--- config.mk ---
export PLATFORM = sky130hd
export DESIGN_NAME = pet_mem_decode_ctl
export DESIGN_NICKNAME = d
export VERILOG_FILES = /design/src/rtl/pet_mem_decode_ctl.sv
export SDC_FILE = /design/constraint.sdc
export NUM_CORES = 1
export LEC_CHECK = 0
export CORE_UTILIZATION = 55
export CTS_CLUSTER_DIAMETER = 120
export DETAILED_ROUTE_END_ITERATION = 10
export DONT_BUFFER_PORTS = 1
export PLACE_DENSITY_LB_ADDON = 0.1
export SYNTH_ARGS = -nofsm -noshare
export SYNTH_HDL_FRONTEND = slang
export SYNTH_SLANG_ARGS = --single-unit
--- constraint.sdc ---
create_clock -name wb_clock_i -period 1.76 [get_ports wb_clock_i]
set_clock_uncertainty 0.15 [all_clocks]
set_input_delay 0.176 -clock wb_clock_i [delete_from_list [all_inputs] [get_ports wb_clock_i]]
set_output_delay 0.176 -clock wb_clock_i [all_outputs]
set_load 0.02 [all_outputs]
--- src/rtl/pet_mem_decode_ctl.sv ---
// PET memory-map decoder plus a Wishbone B4 pipelined slave that runs
// single-byte read/write cycles on the shared asynchronous SRAM.
// The decoder is purely combinational; the RAM controller is a small FSM
// whose outputs are all registered.
module pet_mem_decode_ctl #(
    parameter int unsigned RAM_ADDR_WIDTH  = 17,
    parameter int unsigned DATA_WIDTH      = 8,
    parameter int unsigned CPU_ADDR_WIDTH  = 16,
    parameter int unsigned RD_WAIT_CYCLES  = 2,
    parameter int unsigned WE_PULSE_CYCLES = 2
) (
    input  logic                      wb_clock_i,
    input  logic                      wb_reset_i,
    input  logic [RAM_ADDR_WIDTH-1:0] wb_addr_i,
    input  logic [DATA_WIDTH-1:0]     wb_data_i,
    output logic [DATA_WIDTH-1:0]     wb_data_o,
    input  logic                      wb_we_i,
    input  logic                      wb_cycle_i,
    input  logic                      wb_strobe_i,
    output logic                      wb_stall_o,
    output logic                      wb_ack_o,
    output logic                      ram_oe_o,
    output logic                      ram_we_o,
    output logic [RAM_ADDR_WIDTH-1:0] ram_addr_o,
    input  logic [DATA_WIDTH-1:0]     ram_data_i,
    output logic [DATA_WIDTH-1:0]     ram_data_o,
    output logic                      ram_data_oe,
    input  logic [CPU_ADDR_WIDTH-1:0] cpu_addr_i,
    output logic                      ram_en_o,
    output logic                      io_en_o,
    output logic                      pia1_en_o,
    output logic                      pia2_en_o,
    output logic                      via_en_o
);

    // Counter only needs to reach the longer of the two wait/pulse counts.
    localparam int unsigned CNT_MAX = (RD_WAIT_CYCLES > WE_PULSE_CYCLES - 1) ?
                                      RD_WAIT_CYCLES : WE_PULSE_CYCLES - 1;
    localparam int unsigned CNT_W   = (CNT_MAX < 1) ? 1 : $clog2(CNT_MAX + 1);

    localparam logic [CNT_W-1:0] RD_LAST = CNT_W'(RD_WAIT_CYCLES);
    localparam logic [CNT_W-1:0] WE_LAST = CNT_W'(WE_PULSE_CYCLES - 1);

    // The arbiter relies on every transaction acking within 6 clocks of
    // acceptance; refuse parameter sets that would break that promise.
    if (RD_WAIT_CYCLES + 2 > 6 || WE_PULSE_CYCLES + 3 > 6 || WE_PULSE_CYCLES < 1)
    begin : g_bad_timing
        $error("pet_mem_decode_ctl: wait/pulse parameters exceed the 6-clock ack bound");
    end

    // ------------------------------------------------------------------
    // Address decoder
    // ------------------------------------------------------------------
    logic io_page;
    logic unused_cpu_addr;

    assign io_page   = (cpu_addr_i[CPU_ADDR_WIDTH-1 -: 8] == 8'hE8);
    assign io_en_o   = io_page;
    assign ram_en_o  = ~io_page;
    // Partial decode: the chips overlap deliberately, $E870 hits all three.
    assign pia1_en_o = io_page & cpu_addr_i[4];
    assign pia2_en_o = io_page & cpu_addr_i[5];
    assign via_en_o  = io_page & cpu_addr_i[6];

    assign unused_cpu_addr = ^{cpu_addr_i[7], cpu_addr_i[3:0]};

    // ------------------------------------------------------------------
    // SRAM cycle controller
    // ------------------------------------------------------------------
    typedef enum logic [2:0] {
        StIdle,
        StRead,
        StWriteSetup,
        StWritePulse,
        StWriteHold
    } state_e;

    state_e            state_q, state_d;
    logic [CNT_W-1:0]  cnt_q, cnt_d;

    logic                      accept;
    logic                      rd_done;
    logic                      wr_done;
    logic                      stall_d;
    logic                      ack_d;
    logic                      oe_d;
    logic                      we_d;
    logic                      data_oe_d;
    logic [DATA_WIDTH-1:0]     rdata_d;
    logic [RAM_ADDR_WIDTH-1:0] addr_d;
    logic [DATA_WIDTH-1:0]     wdata_d;

    assign accept  = (state_q == StIdle) & wb_cycle_i & wb_strobe_i & ~wb_stall_o;
    assign rd_done = (state_q == StRead) & (cnt_q == RD_LAST);
    assign wr_done = (state_q == StWriteHold);

    // State register and registered outputs; reset aborts any cycle in flight.
    always_ff @(posedge wb_clock_i) begin
        if (!wb_reset_i) begin
            state_q     <= StIdle;
            cnt_q       <= '0;
            wb_stall_o  <= 1'b0;
            wb_ack_o    <= 1'b0;
            ram_oe_o    <= 1'b0;
            ram_we_o    <= 1'b0;
            ram_data_oe <= 1'b0;
            wb_data_o   <= '0;
            ram_addr_o  <= '0;
            ram_data_o  <= '0;
        end else begin
            state_q     <= state_d;
            cnt_q       <= cnt_d;
            wb_stall_o  <= stall_d;
            wb_ack_o    <= ack_d;
            ram_oe_o    <= oe_d;
            ram_we_o    <= we_d;
            ram_data_oe <= data_oe_d;
            wb_data_o   <= rdata_d;
            ram_addr_o  <= addr_d;
            ram_data_o  <= wdata_d;
        end
    end

    // Next-state logic; the counter is reused for read wait and WE pulse.
    always_comb begin
        state_d = state_q;
        cnt_d   = cnt_q;
        unique case (state_q)
            StIdle: begin
                if (accept) begin
                    cnt_d   = '0;
                    state_d = wb_we_i ? StWriteSetup : StRead;
                end
            end
            StRead: begin
                if (cnt_q == RD_LAST) begin
                    state_d = StIdle;
                end else begin
                    cnt_d = cnt_q + 1'b1;
                end
            end
            StWriteSetup: begin
                cnt_d   = '0;
                state_d = StWritePulse;
            end
            StWritePulse: begin
                if (cnt_q == WE_LAST) begin
                    state_d = StWriteHold;
                end else begin
                    cnt_d = cnt_q + 1'b1;
                end
            end
            StWriteHold: begin
                state_d = StIdle;
            end
            default: begin
                state_d = StIdle;
            end
        endcase
    end

    // Output next-values, derived from the upcoming state so they register
    // in step with it; oe and we/data_oe come from disjoint states.
    always_comb begin
        stall_d   = (state_d != StIdle);
        oe_d      = (state_d == StRead);
        we_d      = (state_d == StWritePulse);
        data_oe_d = (state_d == StWriteSetup) || (state_d == StWritePulse) ||
                    (state_d == StWriteHold);
        // RAM cycle always finishes, but a master that dropped CYC gets no ack.
        ack_d     = (rd_done | wr_done) & wb_cycle_i;
        rdata_d   = rd_done ? ram_data_i : wb_data_o;
        addr_d    = accept ? wb_addr_i : ram_addr_o;
        wdata_d   = (accept & wb_we_i) ? wb_data_i : ram_data_o;
    end

endmodule

==> impl_metrics.csv <==
group,metric,value,unit
outcome,status,"complete, no violations",
synthesis,netlist_area,0.00179,mm^2
cts,clk_latency,0.36,ns
detailed_routing,drc,0,
detailed_routing,vias,1526,
synthesis,ys.flop_type,"dfxtp_1",
cts,cts.path.max_buffers,2,
synthesis,synthTopCellsByArea,"dfxtp_1, mux2i_1, nand2_1",
place,gp_congestion,0.752,
detailed_routing,drt_iter0_drc,32,
hold_path,min_path_cells,2,
sta,setup_viol,0,
cts,cts_buffers,5,
synthesis,netlist.top_cell.by_area,"dfxtp_1",
detailed_routing,first_pass_iters,4,
floorplan,fp.dieW,59.1,um
synthesis,synth_common_cells,"nand2_1, dfxtp_1, mux2i_1, nor2_1, clkbuf_1",
detailed_routing,ant_nets,0,
power_and_ir_drop,cellPowerDensity,822,mW/mm^2
cts,cts_tree,"done",
sta,tightest_slew,0.424,ns
global_routing,track_usage,28.4,%
floorplan,core.rowCount,20,
sta,slew_viol_final,0,
floorplan,coreArea,0.00308,mm^2
sta,fmax,583,MHz
power_and_ir_drop,p_leak,0.948,nW
place,port_buffers,0,
sta,tns,0,ns
synthesis,async_flop_share,0,%
sta,period_minus_slack,1.72,ns
global_routing,grt_start_max_net_pins,55,
sta,period_share,97.5,%
synthesis,synth-seq-cells,43,
detailed_routing,avgViaCountPerCell,5.34,
synthesis,netlist_instances,195,
hold_path,hp-start,"wb_reset_i",
power_and_ir_drop,internal_power,0.00147,W
layout,seqCellArea,868,um^2
power_and_ir_drop,max-vdd-ir-drop,0.671,mV
floorplan,dieHeight,59.1,um
flow_run,maxCapViolations,0,
power_and_ir_drop,pwr-share-seq,55.0,%
setup_path,crit_type,"flip-flop to flip-flop",
setup_path,crit_required,1.91,ns
power_and_ir_drop,power,0.00200,W
synthesis,synthDistinctLibCells,32,
setup_path,rrSetupSlack,0.04,ns
cts,cts.sinks,43,
global_routing,antenna_found_initial,0,
hold_path,hold_path.class,"input port to flip-flop",
layout,nNetsFinal,297,
synthesis,yosysWarnings,0,
place,dpl.hpwl,2650,um
sta,slew_headroom,71.7,%
global_routing,grt_pass1_vias,1556,
detailed_routing,wl,4640,um
power_and_ir_drop,clkPwrFrac,31.4,%
synthesis,yosysTopAreaCellShare,48.0,%
setup_path,critPathLaunchType,"flip-flop",
hold_path,hold_path_end,"wb_data_o[5]",
floorplan,io_pins,97,
synthesis,synth.most_common_cell,"nand2_1",
synthesis,syn-num-nets,251,
floorplan,die_area,0.00349,mm^2
global_routing,grt_overflow,0,
layout,antenna_cells,0,
sta,hold_ws,0.0119,ns
power_and_ir_drop,p_switching,0.000530,W
synthesis,synth-edff-count,0,
layout,fin_util,78.9,%
setup_path,startpoint,"cnt_q[0]",
power_and_ir_drop,swShare,26.6,%
cts,root_buffer,"clkbuf_4",
cts,h-tree-depth,2,
setup_path,crit_arrival,1.86,ns
layout,fillCellCount,220,
setup_path,reg2reg_from,"cnt_q[0]",
layout,drive_gt1_share,12.0,%
layout,multiInputGateArea,882,um^2
sta,rsz0062_at_grt,"false",
sta,hold_viol_final,0,
setup_path,timing.rr.end,"cnt_q[0]",
synthesis,ys_seq_area_share,48.0,%
layout,area_growth,35.5,%
detailed_routing,routedWlPerCell,16.2,um
cts,clk_pin_slew,0.13,ns
setup_path,critPathMaxFanout,6,
power_and_ir_drop,pwr-share-comb,13.5,%
global_routing,grt_pass1_wl,7130,um
setup_path,ff2ff_path_depth,5,
setup_path,crit_path_end_kind,"flip-flop",
floorplan,start_util,58.2,%
synthesis,syn_area_per_cell,9.19,um^2
-- worst max-delay path: stages (launching register included) --
cell and delay [ns]:
dfxtp_4 0.40, inv_2 0.05, ha_4 0.15, mux2_4 0.28, or4b_1 0.49, a41oi_2 0.13
-- sequential cells by signal, summed over array words and instances, names as in the netlist --
signal,count
cnt_q,2
ram_addr_o,17
ram_data_o,8
ram_data_oe,1
ram_oe_o,1
ram_we_o,1
state_q,3
wb_ack_o,1
wb_data_o,8
wb_stall_o,1
-- area by class of cell --
class / count / share of cell area, %
multi-input combinational: 134 / 36.3
sequential: 43 / 35.8
timing repair buffer: 52 / 21.5
tap: 44 / 2.27
clock inverter: 3 / 1.80
clock buffer: 5 / 1.55
inverter: 5 / 0.773
-- cells in the final DEF (no fill, tap or decap), types with 2 or more instances in the layout --
cell           instances
nand3b_1               2
a21oi_1                4
mux2i_1               33
clkbuf_4               5
buf_4                  7
dfxtp_4                2
inv_2                  2
buf_12                 2
dfxtp_1               41
nand3_1                4
dlygate4sd3_1         43
and2_1                 3
nand2_1               56
a211oi_1               2
nor2_1                10
inv_1                  3
-- per-layer routing --
metal / GRT usage, % / part of all wire (%) / vias up
met3: 10.5 / 7.4 / 12
li1: - / - / 742
met1: 29.6 / 39 / 700
met5: 0 / 0 / -
met2: 51.8 / 51 / 72
met4: 10.2 / 2.3 / 0
-- metrics by stage --
| step | std cells | area [um^2] | setup WS, ns |
|---|---|---|---|
| final | 286 | 2430 | 0.0442 |
| after global routing | 286 | 2430 | 0.00625 |
| after CTS | 286 | 2410 | 0.00470 |
| after detailed placement | 233 | 1860 | -0.0338 |
| after global placement | 233 | 1860 | 0.0275 |
| after floorplan | 195 | 1800 | 0.00777 |
-- power groups by stage --
stage	logic (W)	registers, W	clock network, W
final	0.000270	0.00110	0.000627
after global routing	0.000294	0.00110	0.000683
after global placement	0.000151	0.00112	0
after CTS	0.000263	0.00110	0.000642
after detailed placement	0.000162	0.00112	0
after floorplan	0.000144	0.00111	0
-- how the worst max path moves through the flow --
stage                                 to  slack, ns  cells after the start
final                           cnt_q[0]       0.04                      5
after detailed placement        cnt_q[0]      -0.03                      5
after global routing      ram_addr_o[14]      0.006                      5
after CTS                       cnt_q[0]      0.005                      5
after floorplan                 cnt_q[0]      0.008                      5
after global placement          cnt_q[0]       0.03                      5
-- repair_timing --
item / 4_1_cts / 5_1_grt
endpoints found under the hold margin: 40 / 0
resized for setup: 7 / 4
setup endpoints to repair: 3 / 25
hold buffers: 44 / 0
setup buffers: 1 / 0
pin swaps: 2 / 1
-- logic make-up (layout without fill, tap and decap cells) --
logic type | Yosys count | in the layout | share of synthesized area [%]
and+or+nand+nor | 87 | 87 | 22.1
muxes | 34 | 34 | 19.3
adders and majority gates | 2 | 2 | 1.40
DFF | 43 | 43 | 48.0
AOI/OAI and AO/OA | 11 | 11 | 4.61
buffers and inverters | 18 | 65 | 4.61
Power figures use the tool's default switching activity.
